File: config.mk
export PLATFORM = sky130hd
export DESIGN_NAME = seq_detector_1011
export DESIGN_NICKNAME = d
export VERILOG_FILES = /design/src/rtl/seq_detector_1011.sv
export SDC_FILE = /design/constraint.sdc
export NUM_CORES = 1
export LEC_CHECK = 0
export ABC_AREA = 1
export CAP_MARGIN = 30
export CORE_MARGIN = 8
export CORE_UTILIZATION = 51
export DETAILED_ROUTE_END_ITERATION = 10
export PLACE_DENSITY_LB_ADDON = 0.3
export RECOVER_POWER = 25
export SLEW_MARGIN = 20
export SYNTH_ARGS = -nofsm -noshare
export SYNTH_HDL_FRONTEND = slang
export SYNTH_SLANG_ARGS = --single-unit
File: constraint.sdc
create_clock -name clk -period 3.2 [get_ports clk]
set_clock_uncertainty 0.05 [all_clocks]
set_input_delay 0.32 -clock clk [delete_from_list [all_inputs] [get_ports clk]]
set_output_delay 0.32 -clock clk [all_outputs]
set_load 0.01 [all_outputs]
File: src/rtl/seq_detector_1011.sv
// ---------------------------------------------------------------------------
// seq_detector_1011
//
// Moore detector for the serial pattern 1011, with overlapping matches.
// It reads the registered serial bit from the upstream async-reset FFD stage
// and keeps a saturating count of how many matches it has seen.
//
// Ports:
//   clk          rising-edge clock, shared with the upstream FFD
//   reset_async  asynchronous active-low reset; forces S0 and count = 0
//   data         serial input bit, already registered upstream
//   enable       1 = consume data on this edge, 0 = hold all FSM state
//   clear_cnt    synchronous clear of count; wins over a same-edge increment
//   detect       high while the FSM sits in the accepting state S4
//   count        detections since reset or clear, saturating at all-ones
//   state        current FSM state code, exposed for debug
// ---------------------------------------------------------------------------
module seq_detector_1011 #(
  parameter int CNT_W = 8
) (
  input  logic             clk,
  input  logic             reset_async,
  input  logic             data,
  input  logic             enable,
  input  logic             clear_cnt,
  output logic             detect,
  output logic [CNT_W-1:0] count,
  output logic [2:0]       state
);

  typedef enum logic [2:0] {
    S0 = 3'd0,
    S1 = 3'd1,
    S2 = 3'd2,
    S3 = 3'd3,
    S4 = 3'd4
  } state_t;

  localparam logic [CNT_W-1:0] CNT_MAX = '1;
  localparam logic [CNT_W-1:0] CNT_ONE = CNT_W'(1);

  state_t state_q;
  state_t state_nxt;
  logic   state_illegal;

  // Next-state decode. Each state is named after the longest pattern prefix
  // that is also a suffix of the bits seen so far. The S4 exits are the
  // overlap cases: a trailing "1" or "10" can start the next match.
  // Codes 5..7 are flagged so the register can recover from them.
  always_comb begin
    state_nxt     = S0;
    state_illegal = 1'b0;
    case (state_q)
      S0:      state_nxt = data ? S1 : S0;
      S1:      state_nxt = data ? S1 : S2;
      S2:      state_nxt = data ? S3 : S0;
      S3:      state_nxt = data ? S4 : S2;
      S4:      state_nxt = data ? S1 : S2;
      default: state_illegal = 1'b1;
    endcase
  end

  // State, detect and count all live in one register block.
  // detect is loaded with the decode of the state being entered, which keeps
  // it equal to (state == S4) without a path from data to the output.
  // An illegal code returns to S0 even while enable is low.
  // clear_cnt ignores enable and beats any same-edge increment.
  always_ff @(posedge clk or negedge reset_async) begin
    if (!reset_async) begin
      state_q <= S0;
      detect  <= 1'b0;
      count   <= '0;
    end else begin
      if (state_illegal) begin
        state_q <= S0;
        detect  <= 1'b0;
      end else if (enable) begin
        state_q <= state_nxt;
        detect  <= (state_nxt == S4);
      end

      if (clear_cnt) begin
        count <= '0;
      end else if (enable && !state_illegal && (state_nxt == S4) &&
                   (count != CNT_MAX)) begin
        count <= count + CNT_ONE;
      end
    end
  end

  assign state = state_q;

endmodule
; ---- Word-level counts from Yosys, hierarchy flattened
; Cells that the tools add are included.
; W data, S select, Z words.
[word_totals]
wordCells = 29
register_bits = 12
out_inout_bits = 12
in_bits = 5
[classes]
addsub = 1
n_reduce_logical = 7
mux = 11
eq_ne = 7
[op_table]
columns = op, n
row1 = $mux W8, 2
row2 = $pmux W3 S4, 1
row3 = $mux W3, 3
row4 = $add A8 B1 Y8 const B, 1
row5 = $ne A8 B8 Y1 const B, 1
row6 = $eq A3 B2 Y1 const B, 2
row7 = $eq A3 B3 Y1 const B, 2
row8 = $reduce_or A5 Y1, 1
row9 = $mux W2, 2
row10 = $eq A3 B1 Y1 const B, 1
row11 = $logic_and A1 B1 Y1, 3
row12 = $logic_not A3 Y1, 1
row13 = $mux W1, 3
row14 = $ne A2 B1 Y1 const B, 1
row15 = $reduce_bool A2 Y1, 1
row16 = $reduce_or A2 Y1, 1

; ---- Logic depth before layout (Yosys ltp)
[depth]
word_depth = 8
mapped_depth = 8
ltp_nobuf = 8

; ---- Worst setup path after synthesis
; Ideal clock, no wire load.
[synth_path]
kind = reg2reg
from = reg count[0]
to = reg count[5]
synth_period_minus_slack_ns = 1.415
required_ns = 3.032
setup_slack_ns = 1.785
setup_ns = 0.118
n_path_buf = 0
arrival_ns = 1.247
stages_incl_launch_ff = 8
cell_sequence = dfrtp_1 -> ha_1 -> nand3_1 -> nor2_2 -> nor2_4 -> nor2_8 -> nand2_1 -> nand2_1
[synth_between]
elab_chain_cells = 3
word_cells_on_any_way = 6
classes_between = add/sub: 1 / eq/ne: 1 / mux: 2 / reduce/logical: 2
[synth_rtl]
columns = item, line_no
row1 = start: declaration, 27  ; output logic [CNT_W-1:0] count,
row2 = start signal: assignment, 86  ; count <= count + CNT_ONE;
row3 = $add A8 B1 Y8 / $ne A8 B8 Y1 (equally long branches), "86, 85"
row4 = $mux W8 / $logic_and A1 B1 Y1 (equally long branches), 84  ; end else if (enable && !state_illegal && (state_nxt == S4) &&
row5 = $mux W8 / $reduce_bool A2 Y1 (equally long branches), --
; Several ways; a longest one is shown, not always the timed one. The select of a mux whose other input is x is not followed.
; A chain may end at the register's enable or synchronous reset.

; ---- Worst setup path in the final report
[layout_path]
from = reg count[5]
to = out count[5]
; No word-level cell between the ends.

==> results.md <==
- Endpoints failing hold: 0
- Chip Width: ~53 um
- CTS tree: done
- Int Pwr: between 200 and 300 uW
- CP arrival: 1.33 ns
- DRT antenna net count: 0
- Buffers and inverters on the worst path: 1
- Met3 Usage GRT: 3.92%
- # clock sinks: 12
- Num rows: 13
- CP startpoint: count[5]$_DFFE_PN0P_
- XOR/XNOR Fraction of Synth Area: ~3.7%
- Post-CTS Setup Repair Bufs: 0
- Resize count post-CTS: 0
- Cell Area, Placed: approximately 900 um^2
- Leakage power: 0.000460 uW
- Min-Delay Path Class: in -> async
- Largest net degree at the start of global routing: 13
- Initial antenna violation count: 0
- Clock slew at reported path FFs: 0.08 ns
- Final wirelength: 1.64 mm
- # hold bufs at CTS: 0
- Sequential share of power: a little under half
- Total Neg Setup Slack: 0 ns
- Slew headroom: 63.5%
- Starting DRT DRC Count: 17
- Minimum clock period: between 1.5 and 2 ns
- PortBufs: 16
- Area Growth Syn to Fin: 30.0%
- Number of synthesized register bits: 12
- Post-Synth Simple-Gate Area: 41.7%
- Peak fanout along the critical path: 7
- Met2 Resource Use GR: 19.9%
- Fmax: ~600 MHz
- Met1 Use GR: roughly 16%
- Mapped Avg Cell Area: 7.71 um^2
- Final net count: 120
- Vias: just under 700
- Count of pins over their slew limit: 0
- Worst Max-Slew Pin Slew: approximately 0.55 ns
- Sw Share: around 27%
- Max Buffers Root-to-Sink: 2
- Max VDD drop: around 360 uV
- Gate Count Post-Synth: slightly above 90
- Fraction of layout cells with a size suffix above 1: about a tenth
- Critical Path RT: roughly 2.8 ns
- RR Endpoint: count[3]$_DFFE_PN0P_
- YS warnings: 0
- Pre-CTS setup slack: roughly 1.5 ns
- CP max stage cell: clkdlybuf4s50_1
- R2R setup slack: roughly 1.7 ns
- Antenna cell count: 0
- Dpl hpwl: around 1.2 mm
- Highest-count cells in the layout ignoring fill and taps: nand2_1, clkdlybuf4s50_1, inv_1, nand3_1, dfrtp_1
- Switching Power: about 96 uW
- Setup CP Type: reg -> out
- CORE AREA: 0.00130 mm^2
- Grt peak-use layer: met2
- Initial core utilization: between 50% and 60%
- Synth Area in Compound Gates: roughly 4.2%
- DRC errors left: 0
- Commonest non-fill, non-tap cell in the layout: nand2_1
- R2R depth: 7
- CP Capture Type: primary output
- Max incr delay on CP: just under 0.6 ns
- Max-Cap Viols: 0
- IO Pins: 17
- # H-tree levels: 1
- Total chip power: roughly 350 uW
- Final worst setup slack: 1.50 ns
- Yosys cell types: 19
- Critical-path cell list: clkdlybuf4s50_1
- GP Congestion: roughly 0.85
- Sequential area share after synthesis: a little over two fifths
- Vias in the first global route: around 650
- Root Driver: clkbuf_4
- GRT Total Usage: between 10% and 20%
- DR WL/cell: ~13 um
- TritonRoute pass-1 iters: 5
- Layout Utilization: between 70% and 80%
- Latest clock arrival within the worst-skew pair: 0.28 ns
- Final period util: between 50% and 60%
- Number of buffers created by CTS: 3
- Die Span Y: 53.5 um
- Final non-filler cell area: 932 um^2
- Post-synth net total: between 90 and 100
- Gr ovfl total: 0
- RR Startpoint: count[0]$_DFFE_PN0P_
- Part of the power in combinational logic: around 17%
- Vias per std cell: ~5.4
- RSZ-0062 raised after global routing: false
- CP delay by family, top: buffers and inverters
- Total die area: ~0.0029 mm^2
- Total stage count of the critical path: 1
- Synth Cell Area: around 720 um^2
- Fraction of synthesized area in multiplexers: 0%
- Worst setup SP type: register
- Largest family of logic cells by synthesized area: simple AND/OR/NAND/NOR gates
- Synth Area in Adders: approximately 1.7%
- Final Setup Violations: 0
- PwrDens: roughly 380 mW/mm^2
- Clock share of power: a little over a third
- First-pass GRT wire length: around 2.8 mm
- Status: complete, no violations
==> flip-flops by register name (all words and copies together), names as in the netlist <==
register,cells
state,3
count,8
detect,1
==> synth_stat cells <==
library cell	count	area [um^2]
nor3_1	1	5.00
inv_1	12	45.0
nand3_4	1	17.5
o21bai_1	1	7.51
nor2_4	2	22.5
nor2_8	1	20.0
nor2_2	2	12.5
nand2_1	31	116
nand3b_1	1	7.51
inv_2	1	3.75
dfrtp_1	12	300
o211ai_1	1	7.51
xor2_1	2	17.5
nand4_1	3	18.8
o21ai_0	3	15.0
ha_1	1	12.5
xnor2_1	1	8.76
nand3_1	12	60.1
nor2_1	5	18.8
==> layout make-up <==
type / count / area, um^2
clock buffers: 4 / 36.3
fillers: 106 / 369
inverters: 13 / 48.8
multi-input cells: 68 / 368
flip-flops and latches: 12 / 300
well taps: 15 / 18.8
repair buffers: 16 / 160
==> cells by family (layout without fill, tap and decap cells) <==
family / Yosys count / in the layout
AOI/OAI and AO/OA: 5 / 5
xor gates and xnor gates: 3 / 3
adders and majority gates: 1 / 1
buffers and inverters: 13 / 33
DFF: 12 / 12
and+or+nand+nor: 59 / 59
==> worst max path at each step <==
stage / endpoint / slack, ns
global route: count[5] / 1.45
finish: count[5] / 1.50
floorplan: count[5]$_DFFE_PN0P_ / 1.78
global placement: count[5]$_DFFE_PN0P_ / 1.51
CTS: state[2] / 1.49
detailed placement: count[7]$_DFFE_PN0P_ / 1.49
==> metrics by stage <==
stage          hold slack [ns]  cells
2_1_floorplan          -0.0256     93
3_3_place_gp             0.468    124
3_5_place_dp             0.451    124
4_1_cts                  0.355    128
5_1_grt                  0.476    128
6_report                 0.407    128
==> routing by layer <==
layer / part of all wire (%) / vias to the layer above
met2: 46 / 20
met3: 5.0 / 5
met1: 47 / 323
met4: 1.9 / 0
met5: 0 / -
li1: - / 340
==> worst reg2reg max path, delay by kind of cell (launching register included) <==
kind,cells,cell delay [ns]
and+or+nand+nor,6,0.68
DFF,1,0.44
adders and majority gates,1,0.27
==> power by group through the flow <==
stage                     combinational, uW  clock, uW  sequential (uW)
after global routing                   66.3        130              170
after floorplan                        26.7          0              174
after detailed placement               60.8          0              172
final                                  60.1        123              169
after global placement                 59.4          0              171
after CTS                              61.1        123              169
No activity file was read; power rests on OpenSTA's default activity.
